**src/rtl/multicycle_controller.sv**
```systemverilog
// Multi-cycle MIPS sequencer: FETCH/DECODE/EXEC/MEM/WB walk over a shared memory port, sticky HALT on bad encodings.
// Latency: j 2, beq 3, R-type/addiu/sw 4, lw 5 cycles; each mem_ready=0 cycle in FETCH or MEM adds one.
// Backpressure: FETCH and MEM hold their request until mem_ready; mem_ready is ignored in every other state.
module multicycle_controller (
   input  logic        clk,
   input  logic        reset,
   input  logic [31:0] instr,
   input  logic        zero,
   input  logic        mem_ready,
   output logic [2:0]  state,
   output logic        memread,
   output logic        memwrite,
   output logic        iord,
   output logic        irwrite,
   output logic        pcwrite,
   output logic [1:0]  pcsrc,
   output logic        alusrcbimm,
   output logic [2:0]  alucontrol,
   output logic        memtoreg,
   output logic        regwrite,
   output logic [4:0]  destreg,
   output logic        illegal
);
   typedef enum logic [2:0] {
      S_FETCH  = 3'd0,
      S_DECODE = 3'd1,
      S_EXEC   = 3'd2,
      S_MEM    = 3'd3,
      S_WB     = 3'd4,
      S_HALT   = 3'd5
   } state_t;

   localparam logic [5:0] OP_RTYPE = 6'b000000;
   localparam logic [5:0] OP_LW    = 6'b100011;
   localparam logic [5:0] OP_SW    = 6'b101011;
   localparam logic [5:0] OP_BEQ   = 6'b000100;
   localparam logic [5:0] OP_ADDIU = 6'b001001;
   localparam logic [5:0] OP_J     = 6'b000010;

   localparam logic [2:0] ALU_ADDU  = 3'b101;
   localparam logic [2:0] ALU_SUBU  = 3'b001;
   localparam logic [2:0] ALU_AND   = 3'b111;
   localparam logic [2:0] ALU_OR    = 3'b110;
   localparam logic [2:0] ALU_SLTU  = 3'b000;
   localparam logic [2:0] ALU_UNDEF = 3'b010;

   state_t      state_q, state_d;
   logic        illegal_q, illegal_d;

   logic [5:0]  opcode, funct;
   logic        is_rtype, is_lw, is_sw, is_beq, is_addiu, is_j;
   logic        dec_valid;
   logic [2:0]  dec_alu;
   logic        dec_bimm;
   logic [4:0]  dec_dst;
   logic        in_body;

   logic        memread_c, memwrite_c, iord_c, irwrite_c, pcwrite_c;
   logic        memtoreg_c, regwrite_c;
   logic [1:0]  pcsrc_c;

   // rs and shamt fields are datapath-only; the controller never looks at them
   logic        unused_instr_bits;
   assign unused_instr_bits = ^{instr[25:21], instr[10:6]};

   assign opcode   = instr[31:26];
   assign funct    = instr[5:0];
   assign is_rtype = (opcode == OP_RTYPE);
   assign is_lw    = (opcode == OP_LW);
   assign is_sw    = (opcode == OP_SW);
   assign is_beq   = (opcode == OP_BEQ);
   assign is_addiu = (opcode == OP_ADDIU);
   assign is_j     = (opcode == OP_J);
   assign dec_dst  = is_rtype ? instr[15:11] : instr[20:16];

   // Instruction decode: ALU op, operand-B select and legality of the current encoding
   always_comb begin
      dec_valid = 1'b0;
      dec_alu   = ALU_UNDEF;
      dec_bimm  = 1'b0;
      case (opcode)
         OP_RTYPE: begin
            case (funct)
               6'b100001: begin dec_alu = ALU_ADDU; dec_valid = 1'b1; end
               6'b100011: begin dec_alu = ALU_SUBU; dec_valid = 1'b1; end
               6'b100100: begin dec_alu = ALU_AND;  dec_valid = 1'b1; end
               6'b100101: begin dec_alu = ALU_OR;   dec_valid = 1'b1; end
               6'b101011: begin dec_alu = ALU_SLTU; dec_valid = 1'b1; end
               default:   dec_valid = 1'b0;
            endcase
         end
         OP_LW, OP_SW, OP_ADDIU: begin
            dec_alu   = ALU_ADDU;
            dec_bimm  = 1'b1;
            dec_valid = 1'b1;
         end
         OP_BEQ:  begin dec_alu = ALU_SUBU; dec_valid = 1'b1; end
         OP_J:    dec_valid = 1'b1;
         default: dec_valid = 1'b0;
      endcase
   end

   // Next-state and raw per-cycle strobes for the current state
   always_comb begin
      state_d    = state_q;
      illegal_d  = illegal_q;
      memread_c  = 1'b0;
      memwrite_c = 1'b0;
      iord_c     = 1'b0;
      irwrite_c  = 1'b0;
      pcwrite_c  = 1'b0;
      pcsrc_c    = 2'b00;
      memtoreg_c = 1'b0;
      regwrite_c = 1'b0;
      case (state_q)
         S_FETCH: begin
            memread_c = 1'b1;
            if (mem_ready) begin
               irwrite_c = 1'b1;
               pcwrite_c = 1'b1;
               state_d   = S_DECODE;
            end
         end
         S_DECODE: begin
            if (!dec_valid) begin
               illegal_d = 1'b1;
               state_d   = S_HALT;
            end else if (is_j) begin
               pcwrite_c = 1'b1;
               pcsrc_c   = 2'b10;
               state_d   = S_FETCH;
            end else begin
               state_d   = S_EXEC;
            end
         end
         S_EXEC: begin
            if (is_rtype || is_addiu) begin
               state_d = S_WB;
            end else if (is_lw || is_sw) begin
               state_d = S_MEM;
            end else if (is_beq) begin
               pcwrite_c = zero;
               pcsrc_c   = 2'b01;
               state_d   = S_FETCH;
            end else begin
               state_d   = S_HALT;
            end
         end
         S_MEM: begin
            iord_c     = 1'b1;
            memread_c  = is_lw;
            memwrite_c = is_sw;
            if (mem_ready) state_d = is_lw ? S_WB : S_FETCH;
         end
         S_WB: begin
            regwrite_c = 1'b1;
            memtoreg_c = is_lw;
            state_d    = S_FETCH;
         end
         S_HALT:  state_d = S_HALT;
         default: state_d = S_HALT;
      endcase
   end

   // State and sticky illegal flag; reset returns to FETCH immediately
   always_ff @(posedge clk or negedge reset) begin
      if (!reset) begin
         state_q   <= S_FETCH;
         illegal_q <= 1'b0;
      end else begin
         state_q   <= state_d;
         illegal_q <= illegal_d;
      end
   end

   // Decoded fields are only meaningful while an instruction is in flight
   assign in_body = (state_q == S_DECODE) || (state_q == S_EXEC) ||
                    (state_q == S_MEM)    || (state_q == S_WB);

   assign state      = state_q;
   assign illegal    = illegal_q;
   assign alucontrol = in_body ? dec_alu  : ALU_UNDEF;
   assign alusrcbimm = in_body ? dec_bimm : 1'b0;
   assign destreg    = in_body ? dec_dst  : 5'd0;

   // Strobes are killed while reset is held so no write half-completes
   assign memread  = memread_c  & reset;
   assign memwrite = memwrite_c & reset;
   assign iord     = iord_c     & reset;
   assign irwrite  = irwrite_c  & reset;
   assign pcwrite  = pcwrite_c  & reset;
   assign memtoreg = memtoreg_c & reset;
   assign regwrite = regwrite_c & reset;
   assign pcsrc    = reset ? pcsrc_c : 2'b00;

endmodule

```
**config.mk**
```make
export PLATFORM = sky130hd
export DESIGN_NAME = multicycle_controller
export DESIGN_NICKNAME = d
export VERILOG_FILES = /design/src/rtl/multicycle_controller.sv
export SDC_FILE = /design/constraint.sdc
export NUM_CORES = 1
export LEC_CHECK = 0
export ABC_AREA = 1
export CORE_UTILIZATION = 35
export CTS_CLUSTER_SIZE = 20
export DETAILED_ROUTE_END_ITERATION = 10
export PLACE_DENSITY = 0.92
export SLEW_MARGIN = 40
export SYNTH_ARGS = -nofsm -noshare
export SYNTH_HDL_FRONTEND = slang
export SYNTH_SLANG_ARGS = --single-unit
```
**constraint.sdc**
```tcl
create_clock -name clk -period 4.5 [get_ports clk]
set_clock_uncertainty 0.15 [all_clocks]
set_input_delay 0.9 -clock clk [delete_from_list [all_inputs] [get_ports clk]]
set_output_delay 0.9 -clock clk [all_outputs]
set_load 0.05 [all_outputs]
```
* Yosys cells after proc, flatten, opt, wreduce, memory -nomap -nowiden
Cells that the tools add are included.
** Storage, ports and cells
- Register bits :: 4
- Bits of input ports :: 36
- Output and inout bits :: 22
- Word-level logic and storage cells :: 76
** Operators by class
- Eq/ne operators :: 16
- Mux-type cells :: 38
- Bitwise logic cells :: 8
- Reductions and logical operators :: 12
** Operators by type and width (number)
- 6-bit equality test (second input constant) :: 7
- 3-bit one-hot mux with 5 select lines :: 2
- 3-bit two-way mux :: 8
- 1-bit two-way mux :: 17
- 5-bit two-way mux :: 2
- 5-bit OR reduction :: 2
- 3-bit one-hot mux with 3 select lines :: 1
- 2-bit two-way mux :: 4
- 1-bit AND :: 7
- 3-bit by 2-bit equality test with 1-bit output (second input constant) :: 2
- 6-bit by 2-bit equality test with 1-bit output (second input constant) :: 1
- 6-bit by 3-bit equality test with 1-bit output (second input constant) :: 1
- 6-bit by 4-bit equality test with 1-bit output (second input constant) :: 1
- 6-bit zero test :: 1
- 1-bit logical OR :: 5
- 2-bit inequality test (second input constant) :: 2
- 1-bit one-hot mux with 2 select lines :: 2
- 2-bit one-hot mux with 2 select lines :: 1
- 2-bit AND reduction :: 2
- 3-bit by 1-bit equality test with 1-bit output (second input constant) :: 1
- 3-bit equality test (second input constant) :: 1
- 3-bit zero test :: 1
- 1-bit one-hot mux with 3 select lines :: 1
- 3-bit OR reduction :: 1
- 1-bit NOT :: 1

* Logic depth before layout (Yosys ltp)
Gate-level depths: netlist (run 1).
- Word-level depth :: 7
- Depth in mapped cells :: 10
- Gate-level depth less buffers :: 10

* Least setup slack after synthesis (run 1)
No wires, ideal clock.
- Path type :: input to output
- From :: input port instr[26]
- To :: output port memtoreg
- Arrival time :: 2633 ps
- Data required time :: 3450 ps
- Path slack :: 817 ps
- Cell stages on the path :: 4
- Buffers on the path :: 0
- Path through :: inv_2 nor2_4 nand2_1 nor4_1
** On the way
- Longest elaborated chain between the ends :: 3
** Ends and longest elaborated chain
- from (decl) :: line 7 : input logic [31:0] instr,
- 6-bit equality test :: line 69 : assign is_lw = (opcode == OP_LW);
- 1-bit two-way mux :: line 115 : case (state_q)
- 1-bit AND :: line 192 : assign memtoreg = memtoreg_c & reset;
- to (decl) :: line 19 : output logic memtoreg,
Every way passes these cells.

* Worst setup path in the final report (run 1)
- From :: input port instr[29]
- To :: output port alucontrol[0]
** On the way
- Longest elaborated chain between the ends :: 4
- Elaborated cells between the ends (all ways) :: 8
- Those cells by class :: 4 x eq/ne; 2 x mux; 2 x reduce/logical
** Ends and longest elaborated chain
- 6-bit equality test or 6-bit by 4-bit equality test with 1-bit output (tied branches) :: line 81 : case (opcode)
- 3-bit OR reduction :: line 81
- 3-bit one-hot mux with 3 select lines * :: line 81
- 3-bit two-way mux * :: line 182 : assign alucontrol = in_body ? dec_alu : ALU_UNDEF;
- to (decl) :: line 18 : output logic [2:0] alucontrol,
Every way passes the cells marked *; elsewhere a longest branch is shown, timed or not.

==> results of run 1 <==
==> stage by stage <==
step                      hold slack, ns  power [uW]
after detailed placement           0.301         424
after floorplan                    0.454         301
after global placement             0.297         417
after global routing               0.372         498
after CTS                          0.325         472
final                              0.321         473
==> kinds of logic after synthesis <==
family                 synth area share
AND/OR/NAND/NOR                   0.618
buffers and inverters             0.138
AO/OA/AOI/OAI                     0.103
flip-flops                        0.142
==> final cells by class <==
cell class | instances | area [sq um] | share of cell area
timing repair buffer | 47 | 470 | 0.382
tap | 25 | 31.3 | 0.0254
sequential | 4 | 100 | 0.0813
multi-input combinational | 96 | 509 | 0.414
inverter | 26 | 97.6 | 0.0793
clock buffer | 3 | 22.5 | 0.0183
==> cells in the mapped netlist, types with 2 or more instances <==
| master | count |
|---|---|
| nand3_1 | 9 |
| nand4_1 | 3 |
| nand3_2 | 2 |
| dfrtp_1 | 4 |
| nor2_1 | 18 |
| nor3_1 | 2 |
| inv_1 | 22 |
| nand2_1 | 34 |
| nor2_2 | 2 |
| inv_2 | 4 |
| nor2_4 | 5 |
| nand2_2 | 3 |
| a21oi_1 | 10 |
==> worst max-delay path: cells and delay by family <==
family | cells | cell delay (ns)
AO/OA/AOI/OAI | 1 | 0.13
buffers and inverters | 3 | 1.42
AND/OR/NAND/NOR | 6 | 0.52
==> registers in the layout, indices dropped and copies added (netlist names) <==
register,count
illegal,1
state,3
==> path summary, 6_finish.rpt <==
check / start / to / cells past startpoint
worst max-delay path: instr[29] / alucontrol[0] / 10
worst min-delay path: illegal / illegal / 2
worst min register to register: illegal / illegal / 2
max in group asynchronous: reset / state[2] / 1
worst max register to register: state[2] / state[2] / 7
min in group asynchronous: reset / state[0] / 1
==> power by group <==
part / internal, uW / total, uW / switching, uW
registers: 46.5 / 59.2 / 12.7
clock network: 29.8 / 44.7 / 14.9
logic: 120 / 369 / 249
==> layer usage <==
layer	part of all wire	vias to the layer above	GRT usage
met2	0.55	41	0.400
met4	0.022	0	0.0743
met1	0.36	458	0.224
li1	-	499	-
met3	0.062	11	0.0154
met5	0	-	0
==> results by group, run 1 <==
Final layout
  • Final core occ: 0.683
  • Most common cell after layout, fill and taps aside: clkdlybuf4s50_1
  • Fill count: 151
  • Layout net count: 214
  • Post-Layout Inst Area: 0.00123 sq mm
  • Non-Filler Instances: 201
  • Layout area overhead: 74.2%
  • Most frequent cells in the layout: clkdlybuf4s50_1 (47), nand2_1 (34), inv_1 (22), nor2_1 (18), a21oi_1 (10)
  • Antenna diodes: 0
  • Layout cells sized above 1: 0.125

Synth
  • Yosys reg bits: 4
  • Top cell type's share of synthesized area: 0.181
  • Yosys cell types: 21
  • Cell Area, Synth: 707 sq um
  • Area leader, netlist: nand2_1
  • Asr flop ratio synth: 1.00
  • Synthesis Warnings: 0
  • Avg Cell Area, Syn: 5.61 sq um
  • Register area share after synthesis: 0.142
  • Post-Syn Instances: 126
  • Mapped Nets: 162
  • Primary FF master, synth: dfrtp_1
  • Synth area leaders: nand2_1 (18%), dfrtp_1 (14%), inv_1 (12%)
  • EDFF count, synth: 0

Worst setup path
  • Most used cell along the critical path: nand2_2
  • Critical path class: input port to output port
  • Critical Path AT: 2.98 ns
  • Slowest cell on crit path: clkdlybuf4s50_1
  • Biggest cell delay along the critical path: 0.82 ns
  • R2R setup slack: 2.94 ns
  • CP Data Required Time: 3.45 ns
  • Crit path capture type: output port
  • Worst Path Max Fanout: 4
  • CP Launch Type: input port
  • Crit path cell chain: clkdlybuf4s50_1, inv_1, nor2_2, nand3_2, nand2_2, nor2_4, nand2_2, nand2_2, a31oi_1, clkdlybuf4s50_1

Timing
  • Period utilisation layout: 0.895
  • Fmax: 248 MHz
  • Slew HR: 0.663
  • Worst Setup Slack, final: 0.472 ns
  • Final setup TNS: 0 ns
  • Fin crit period: 4.03 ns
  • Slew Viols, Final: 0
  • RSZ-0062 raised after global routing: no
  • Final setup fails: 0
  • Final Hold Vio Count: 0
  • Slew @ Worst Pin: 0.504 ns

GRT
  • Antenna violations before repair: 0
  • Global-route wire length before repair: 3.28 mm
  • Global Route Usage Sum: 0.203
  • Grt total ovfl: 0
  • Largest net degree at the start of global routing: 10
  • Vias in the first global route: 869

Clock tree
  • CTS tree: yes
  • Post-CTS Setup Bufs: 0
  • Clk buf depth: 2
  • Htree depth: 1
  • Clk_lat worst skew: 0.24 ns
  • Clock Pin Slew Worst Setup and Hold Paths: 0.03 ns
  • CTS Hold Buffers Added: 0
  • CTS buffer count: 3
  • Clock sinks: 4
  • Post-CTS resize count: 0
  • Root Driver: clkbuf_4

Detailed routing
  • Avg WL per Cell: 10.8 um
  • Vias/cell: 5.02
  • Drt first pass iters: 4
  • Vias: 1009
  • Total routed wirelength: 2.18 mm
  • DR iter-0 viols: 31
  • Post-DRT Antenna Nets: 0
  • DRC viols: 0

Floorplanning
  • Core Area: 0.00180 sq mm
  • Boundary Pins: 58
  • Die Y: 46.9 um
  • Starting Density: 0.392
  • DIE AREA: 0.00220 sq mm
  • Die Span X: 46.9 um
  • Row count: 15

Place
  • HPWL Detailed: 1.80 mm
  • Placed insts: 198
  • Final GP Congestion: 0.781
  • Port bufs: 47
  • Pre-CTS setup slack: 0.470 ns
  • Post-placement cell area: 0.00121 sq mm

Power
  • Peak supply drop: 0.240 mV
  • Power density cells: 384 mW/mm^2
  • Leakage: 0.000592 uW

Run status
  • Status: finished clean

Worst hold path
  • Min-delay worst type: flip-flop to flip-flop

Flow run
  • MaxCap Viol Count: 0
No activity file was read; power rests on OpenSTA's default activity.
==> inputs of run 2 (changes only) <==
Settings changed: CORE_UTILIZATION 35 to 45, DONT_BUFFER_PORTS set to 1, PLACE_DENSITY 0.92 to 0.66, SETUP_SLACK_MARGIN set to 0.1.
==> run 2 against run 1 <==
Non-clock buffer count fell by 37. Routed wire length decreased by 23%. Cell count fell by 23%. Critical endpoint is now alucontrol[2]. First-iteration DRC count decreased by 68%. Core utilization shrank 7.7 points. Highest routed layer unchanged. Clock-buffer cell count is the same. Hold slack got worse by 0.11 ns.
==> results by group, run 2 (same netlist as run 1, synthesis figures left out) <==
Run status
  • Status: finished clean

Timing
  • Slew HR: 0.406 (-0.257)
  • Slew Viols, Final: 0 (unchanged)
  • Fmax: 303 MHz (+22%)
  • Fin crit period: 3.30 ns (-0.730 ns)
  • Final setup fails: 0 (unchanged)
  • RSZ-0062 raised after global routing: no
  • Period utilisation layout: 0.733 (-0.162)
  • Slew @ Worst Pin: 0.887 ns (+0.383 ns)
  • Final Hold Vio Count: 0 (unchanged)
  • Final setup TNS: 0 ns (unchanged)

Power
  • Sw Pwr: 260 uW (-5.9%)
  • Comb power frac: 0.657 (-0.123)
  • Sw frac: 0.644 (+0.0600)
  • Leakage: 0.000468 uW (-21%)
  • Peak supply drop: 0.278 mV (+16%)
  • Power density cells: 482 mW/mm^2 (+25%)
  • Pint: 144 uW (-27%)
  • Clock power share: 0.108 (+0.013)
  • Reg power frac: 0.235 (+0.110)

Floorplanning
  • Row count: 13 (-2)
  • Core Area: 0.00138 sq mm (-23%)
  • Die Y: 41.6 um (-11%)
  • Die Span X: 41.6 um (-11%)
  • DIE AREA: 0.00173 sq mm (-21%)
  • Boundary Pins: 58 (unchanged)
  • Starting Density: 0.511 (+0.119)

Worst setup path
  • Critical Path AT: 2.25 ns (-0.73 ns)
  • Worst Path Max Fanout: 8 (+4)
  • Crit path capture type: output port
  • Worst reg2reg startpoint: state[1]
  • RR Endpoint: state[0]
  • Critical path class: flip-flop to output port
  • Reg2Reg Depth: 9 (+2)
  • CP Data Required Time: 3.45 ns (about the same)
  • R2R setup slack: 2.64 ns (-0.30 ns)
  • CP Launch Type: flip-flop

Detailed routing
  • Drt first pass iters: 4 (unchanged)
  • DR iter-0 viols: 10 (-68%)
  • DRC viols: 0 (unchanged)
  • Post-DRT Antenna Nets: 0 (unchanged)
  • Avg WL per Cell: 10.9 um (+0.39%)
  • Total routed wirelength: 1.68 mm (-23%)
  • Vias: 804 (-20%)
  • Vias/cell: 5.22 (+4.0%)

Final layout
  • Non-Filler Instances: 154 (-23%)
  • Largest register FFs: 3 (unchanged)
  • Most frequent cells in the layout: nand2_1 (34), inv_1 (22), nor2_1 (16), buf_4 (10)
  • Antenna diodes: 0 (unchanged)
  • Layout cells sized above 1: 0.259 (+0.134)
  • Most common cell after layout, fill and taps aside: nand2_1
  • Layout net count: 177 (-17%)
  • Fill count: 148 (-2.0%)
  • Layout area overhead: 18.6%
  • Final core occ: 0.606 (-0.0770)

Place
  • Final GP Congestion: 0.828 (+5.9%)
  • Port bufs: 0 (-100%)
  • HPWL Detailed: 1.41 mm (-22%)
  • Placed insts: 151 (-24%)

GRT
  • Vias in the first global route: 758 (-13%)
  • Largest net degree at the start of global routing: 10 (unchanged)
  • Antenna violations before repair: 0 (unchanged)
  • Global Route Usage Sum: 0.206 (+0.00281)
  • Global-route wire length before repair: 2.92 mm (-11%)
  • Grt total ovfl: 0 (unchanged)

Clock tree
  • Clk_lat worst skew: 0.23 ns (about the same)
  • Clk buf depth: 2 (unchanged)
  • Clock Pin Slew Worst Setup and Hold Paths: 0.04 ns (about the same)
  • CTS Hold Buffers Added: 0 (unchanged)
  • Post-CTS Setup Bufs: 0 (unchanged)
  • Htree depth: 1 (unchanged)
  • Clock sinks: 4 (unchanged)
  • Post-CTS resize count: 0 (unchanged)
  • CTS tree: yes
  • CTS buffer count: 3 (unchanged)
  • Root Driver: clkbuf_4

Flow run
  • MaxCap Viol Count: 0 (unchanged)

Worst hold path
  • Min-delay worst type: input port to async pin
-- run 2: changes by cell type in the layout (fill, tap and decap cells not counted), sizes merged --
cell	change
buf	+10
clkdlybuf4s50	-47
-- run 2: metrics by stage --
step	worst slack, ns	power, uW	cell area, sq um	hold slack (ns)
after floorplan	0.817	301	707	0.454
after global placement	1.30	354	807	0.455
after detailed placement	1.30	358	811	0.455
after CTS	1.20	403	833	0.210
after global routing	1.07	430	838	0.209
final	1.20	404	838	0.212
-- run 2: area by class of cell --
class | count | area (sq um) | area share
inverters | 26 | 97.6 | 0.116
multi-input cells | 96 | 524 | 0.625
clock buffers | 3 | 22.5 | 0.0269
well taps | 15 | 18.8 | 0.0224
repair buffers | 10 | 75.1 | 0.0896
flip-flops and latches | 4 | 100 | 0.119
-- run 2: worst max path at each step --
stage                     cells after the start  slack [ns]            end      start
after detailed placement                      5        1.30  alucontrol[2]  instr[28]
after global placement                        5        1.30  alucontrol[2]  instr[26]
after CTS                                     6        1.20  alucontrol[2]   state[1]
after floorplan                               4        0.82       memtoreg  instr[26]
after global routing                          6        1.07  alucontrol[2]   state[1]
final                                         6        1.20  alucontrol[2]   state[1]
-- run 2: metal layers --
metal	up-vias	track usage	wire (um)
met5	-	0	0
met4	0	0.0774	16
met3	2	0.0261	105
met2	32	0.353	799
met1	347	0.261	754
li1	423	-	-
-- run 2: power groups by stage --
| stage | combinational (uW) | clock (uW) | sequential (uW) |
|---|---|---|---|
| floorplan | 210 | 0 | 91.2 |
| global placement | 259 | 0 | 95.1 |
| detailed placement | 263 | 0 | 95.1 |
| CTS | 264 | 44.5 | 94.7 |
| global route | 289 | 45.2 | 95.9 |
| finish | 265 | 43.6 | 95.1 |
-- run 2: critical path, cell delays in order, from the launching register on --
cell,delay (ns)
dfrtp_1,0.65
inv_1,0.16
nor3_2,0.21
inv_1,0.12
nand3_2,0.10
inv_2,0.08
nor2_1,0.70
